### src/rtl/escalonador_saida.sv
// Output display scheduler: round-robin arbitration between the ALU monitor and
// the OUT instruction path, latching the winner and holding the display a while.
module escalonador_saida #(
    parameter int HOLD_CYCLES = 4,
    parameter int WIDTH       = 32
) (
    input  logic             clk,
    input  logic             rst_n,
    input  logic             req_alu,
    input  logic [WIDTH-1:0] alu_op1,
    input  logic [WIDTH-1:0] alu_op2,
    input  logic [WIDTH-1:0] alu_result,
    input  logic             req_out,
    input  logic [WIDTH-1:0] out_dado,
    output logic             ack_alu,
    output logic             ack_out,
    output logic [1:0]       controle,
    output logic [WIDTH-1:0] saida_1,
    output logic [WIDTH-1:0] saida_2,
    output logic [WIDTH-1:0] saida_result,
    output logic             ocupado
);
    localparam int CNT_W = (HOLD_CYCLES > 1) ? $clog2(HOLD_CYCLES) : 1;
    localparam logic [CNT_W-1:0] CNT_LOAD = CNT_W'(HOLD_CYCLES - 1);

    typedef enum logic {
        ST_IDLE = 1'b0,
        ST_HOLD = 1'b1
    } state_t;

    state_t           r_state;
    state_t           w_state_nxt;
    logic [CNT_W-1:0] r_cnt;
    logic [CNT_W-1:0] w_cnt_nxt;
    logic             r_last_alu;
    logic             w_last_alu_nxt;
    logic             r_ack_alu;
    logic             r_ack_out;
    logic             w_ack_alu_nxt;
    logic             w_ack_out_nxt;
    logic [1:0]       r_controle;
    logic [1:0]       w_controle_nxt;
    logic [WIDTH-1:0] r_saida_1;
    logic [WIDTH-1:0] r_saida_2;
    logic [WIDTH-1:0] r_saida_result;

    logic w_elig_alu;
    logic w_elig_out;
    logic w_slot;
    logic w_grant;
    logic w_win_alu;

    // A requester whose ack is currently high is masked so one request is never captured twice.
    assign w_elig_alu = req_alu & ~r_ack_alu;
    assign w_elig_out = req_out & ~r_ack_out;
    assign w_slot     = (r_state == ST_IDLE) || (r_cnt == '0);
    assign w_grant    = w_slot & (w_elig_alu | w_elig_out);
    assign w_win_alu  = w_elig_alu & (~w_elig_out | ~r_last_alu);

    always_comb begin
        w_state_nxt    = r_state;
        w_cnt_nxt      = r_cnt;
        w_last_alu_nxt = r_last_alu;
        w_ack_alu_nxt  = 1'b0;
        w_ack_out_nxt  = 1'b0;
        w_controle_nxt = r_controle;
        if (w_grant) begin
            w_state_nxt    = ST_HOLD;
            w_cnt_nxt      = CNT_LOAD;
            w_last_alu_nxt = w_win_alu;
            w_ack_alu_nxt  = w_win_alu;
            w_ack_out_nxt  = ~w_win_alu;
            w_controle_nxt = w_win_alu ? 2'b01 : 2'b10;
        end else if (r_state == ST_HOLD) begin
            if (r_cnt != '0) begin
                w_cnt_nxt = r_cnt - CNT_W'(1);
            end else begin
                w_state_nxt    = ST_IDLE;
                w_controle_nxt = 2'b00;
            end
        end
    end

    always_ff @(posedge clk or negedge rst_n) begin
        if (!rst_n) begin
            r_state    <= ST_IDLE;
            r_cnt      <= '0;
            r_last_alu <= 1'b0;
            r_ack_alu  <= 1'b0;
            r_ack_out  <= 1'b0;
            r_controle <= 2'b00;
        end else begin
            r_state    <= w_state_nxt;
            r_cnt      <= w_cnt_nxt;
            r_last_alu <= w_last_alu_nxt;
            r_ack_alu  <= w_ack_alu_nxt;
            r_ack_out  <= w_ack_out_nxt;
            r_controle <= w_controle_nxt;
        end
    end

    // An OUT grant only touches the result; the operand displays keep the last ALU values.
    always_ff @(posedge clk or negedge rst_n) begin
        if (!rst_n) begin
            r_saida_1      <= '0;
            r_saida_2      <= '0;
            r_saida_result <= '0;
        end else if (w_grant) begin
            if (w_win_alu) begin
                r_saida_1      <= alu_op1;
                r_saida_2      <= alu_op2;
                r_saida_result <= alu_result;
            end else begin
                r_saida_result <= out_dado;
            end
        end
    end

    assign ack_alu      = r_ack_alu;
    assign ack_out      = r_ack_out;
    assign controle     = r_controle;
    assign saida_1      = r_saida_1;
    assign saida_2      = r_saida_2;
    assign saida_result = r_saida_result;
    assign ocupado      = (r_state == ST_HOLD);

endmodule

### config.mk
export PLATFORM = sky130hd
export DESIGN_NAME = escalonador_saida
export DESIGN_NICKNAME = d
export VERILOG_FILES = /design/src/rtl/escalonador_saida.sv
export SDC_FILE = /design/constraint.sdc
export NUM_CORES = 1
export LEC_CHECK = 0
export BUFFER_PORTS_ARGS = -buffer_cell sky130_fd_sc_hd__buf_2
export CORE_UTILIZATION = 47
export CTS_CLUSTER_DIAMETER = 100
export DETAILED_ROUTE_END_ITERATION = 12
export GPL_TIMING_DRIVEN = 0
export PLACE_DENSITY = 0.85
export SYNTH_ARGS = -nofsm -noshare
export SYNTH_HDL_FRONTEND = slang
export SYNTH_SLANG_ARGS = --single-unit
### constraint.sdc
create_clock -name clk -period 5.3 [get_ports clk]
set_clock_uncertainty 0.05 [all_clocks]
set_input_delay 1.59 -clock clk [delete_from_list [all_inputs] [get_ports clk]]
set_output_delay 1.59 -clock clk [all_outputs]
set_load 0.02 [all_outputs]
==> flow_metrics.py <==
metrics = {
    "detailed_routing": {
        "drt_first_pass_iters": 4,
        "drc": 0,
        "post_drt_wl_per_cell_um": 15.8,
        "antenna_left": 0,
        "wirelength_um": 9930,
        "dr.first_iter.drc_count": 58,
        "vias": 3137,
        "post_drt_via_cell_ratio": 5.00,
    },
    "worst_setup_path": {
        "cp-end-kind": "register",
        "cp.required_ns": 5.48,
        "crit_path_start": "req_out",
        "crit_fanout": 10,
        "path_delay_family": "buffers and inverters",
        "worst-setup-path-type": "primary input to register",
        "crit_buf_inv": 3,
        "crit_arrival_ns": 2.94,
        "path_cells": "buf_2, nor2b_4, a21oi_2, and2_4, buf_6, buf_2, mux2_2",
        "slowest_stage": "mux2_2",
        "crit_path_max_incr_delay_ns": 0.38,
        "worstSetupStartpointType": "primary input",
        "timing.rr.start": "r_cnt[0]",
        "crit_top_cell": "buf_2",
    },
    "clock_network": {
        "htreeDepth": 3,
        "cts.reportedPaths.clkPinSlew_ns": 0.08,
        "cts.sinks": 104,
        "cts-resized-gates": 0,
        "cts_tree": "done",
        "post-cts-setup-buffers": 0,
        "cts-hold-fix-buffers": 0,
        "clk-insertion-delay-late_ns": 0.34,
        "cts-root-buf": "clkbuf_8",
        "numCtsBuffers": 9,
        "cts_max_path_buffers": 2,
    },
    "global_routing": {
        "top_usage_layer": "met2",
        "antenna_found_initial": 0,
        "use_met1": 0.257,
        "grt_usage": 0.214,
        "grt_util_met3": 0.0375,
        "grt-ovfl-total": 0,
        "grt_pass1_vias": 3068,
        "grt_pass1_wl_um": 14800,
        "use_met2": 0.390,
        "grt_max_degree": 56,
    },
    "place": {
        "gp_congestion": 0.750,
        "hpwl_um": 7840,
        "io_buffers": 232,
        "place_inst": 611,
        "dpl-instance-area_um2": 5430,
    },
    "timing": {
        "setup-violations-final": 0,
        "max_freq_mhz": 362,
        "setup_tns_ns": 0,
        "finalMaxSlewViolations": 0,
        "post-route-period-util": 0.522,
        "hold_viol": 0,
        "rsz0062_at_grt": "false",
        "worst_slew_pin_slew_ns": 0.640,
        "slew_headroom": 0.573,
        "layout_min_cycle_time_ns": 2.76,
    },
    "status": {
        "status": "complete, no violations",
    },
    "synth": {
        "async_flop_share": 1.00,
        "synth_compound_area_frac": 0.0942,
        "synth_common_cells": "dfrtp_1, mux2_2, a221o_1, and2_1, buf_2",
        "yosys_register_bits": 104,
        "synthAdderAreaFrac": 0.00305,
        "synth-simple-area-share": 0.0662,
        "synth-xor-area-share": 0,
        "synthMuxAreaShare": 0.176,
        "synth_cell_types": 21,
        "synthFlopType": "dfrtp_1",
        "syn_area_per_cell_um2": 15.0,
        "synth.cell_area_um2": 4100,
        "synth_edf_count": 0,
        "yosysWarnings": 0,
        "syn_inst": 273,
        "synth_top_family_by_area": "multiplexers",
        "syn_nets": 406,
        "synth_top_area_frac": 0.634,
        "yosys-top-cells-area": "dfrtp_1, mux2_2, a221o_1",
        "yosys.area.top_type": "dfrtp_1",
        "yosysSeqAreaShare": 0.634,
        "synth.most_common_cell": "dfrtp_1",
    },
    "die": {
        "die_w_um": 95.4,
        "start_util": 0.492,
        "die_y_um": 95.4,
        "rows": 33,
        "core_um2": 8340,
        "ios": 233,
        "dieArea_um2": 9110,
    },
    "cells_and_area": {
        "drive_gt1_frac": 0.621,
        "fin_area_um2": 5590,
        "fin_cells": 627,
        "diodes": 0,
        "area_growth_pct": 36.3,
        "fin_nets": 650,
    },
    "job": {
        "maxCapViolCount": 0,
    },
    "power": {
        "peakVddDrop_mv": 0.280,
        "p_leak_nw": 2.89,
        "powerDensity_nw_per_um2": 628,
    },
    "worst_hold_path": {
        "hold_start": "r_cnt[0]",
        "hp-class": "register to register",
    },
}
-- kinds of logic (layout without fill, tap and decap cells) --
group	Yosys count	in the layout
AO/OA/AOI/OAI	42	42
adder cells (fa/ha/maj)	1	1
buffers and inverters	19	268
flip-flops	104	104
multiplexers	64	64
AND/OR/NAND/NOR	43	43
-- flip-flops by register name, indices dropped and copies added (netlist names) --
| signal | flops |
|---|---|
| r_cnt | 2 |
| controle | 2 |
| saida_1 | 32 |
| ack_out | 1 |
| ocupado | 1 |
| saida_result | 32 |
| ack_alu | 1 |
| saida_2 | 32 |
| r_last_alu | 1 |
-- worst register-to-register path, delay by kind of cell, from the launching register on --
| family | cells | cell delay [ns] |
|---|---|---|
| mux | 1 | 0.38 |
| buf+inv | 3 | 0.48 |
| simple gates | 2 | 0.38 |
| fa+ha+maj | 1 | 0.18 |
| flops | 1 | 0.41 |
-- final cells by class --
class	count	area, µm²
repair buffers	233	1190
fillers	643	2750
multi-input cells	150	1390
plain buffers	17	103
well taps	105	131
clock inverters	4	31.3
clock buffers	12	135
flip-flops and latches	104	2600
inverters	2	7.51
-- per-stage QoR --
| step | worst slack (ns) | hold slack [ns] | util | total power, mW |
|---|---|---|---|---|
| 6_report | 2.54 | 0.442 | 0.671 | 3.51 |
| 5_1_grt | 2.49 | 0.455 | 0.671 | 3.73 |
| 4_1_cts | 2.53 | 0.438 | 0.671 | 3.56 |
| 3_5_place_dp | 2.16 | 0.427 | 0.651 | 3.13 |
| 3_3_place_gp | 1.62 | 0.411 | 0.647 | 3.05 |
| 2_1_floorplan | 2.46 | 0.395 | - | 2.50 |
-- routing by layer --
layer	wire length [µm]	share of wire	vias to the layer above
met2	5110	0.51	145
li1	-	-	1480
met4	79	0.0080	0
met5	0	0	-
met3	701	0.071	9
met1	4040	0.41	1503
-- placed cells by master, fill, tap and decap left out --
cell and instances:
buf_6 4, clkinvlp_4 3, o21ai_0 2, a21o_1 2, and2_4 1, nor3_1 2, a22oi_1 1, ha_1 1
clkbuf_8 9, buf_16 1, mux2_2 64, o211a_1 1, a221o_1 32, clkbuf_1 9, buf_4 1, and2_1 32
buf_2 238, nor2b_4 1, nor2b_1 2, inv_1 2, a21oi_1 3, nand2b_1 3, clkinv_4 1, dfrtp_1 104
a21oi_2 1, nand2_1 2
-- report_power, final --
part / total, mW / switching (mW) / internal [mW]
sequential: 1.39 / 0.201 / 1.19
clock: 0.427 / 0.254 / 0.173
combinational: 1.70 / 0.955 / 0.741
-- path summary, 6_finish.rpt --
path	endpoint	slack (ns)	depth (start not counted)
max	saida_2[27]	2.54	7
min	r_cnt[0]	0.44	1
max reg2reg	saida_2[27]	3.32	7
min reg2reg	r_cnt[0]	0.44	1
max in group asynchronous	saida_2[24]	3.30	2
min in group asynchronous	saida_2[2]	1.20	1
No activity file was read; power rests on OpenSTA's default activity.
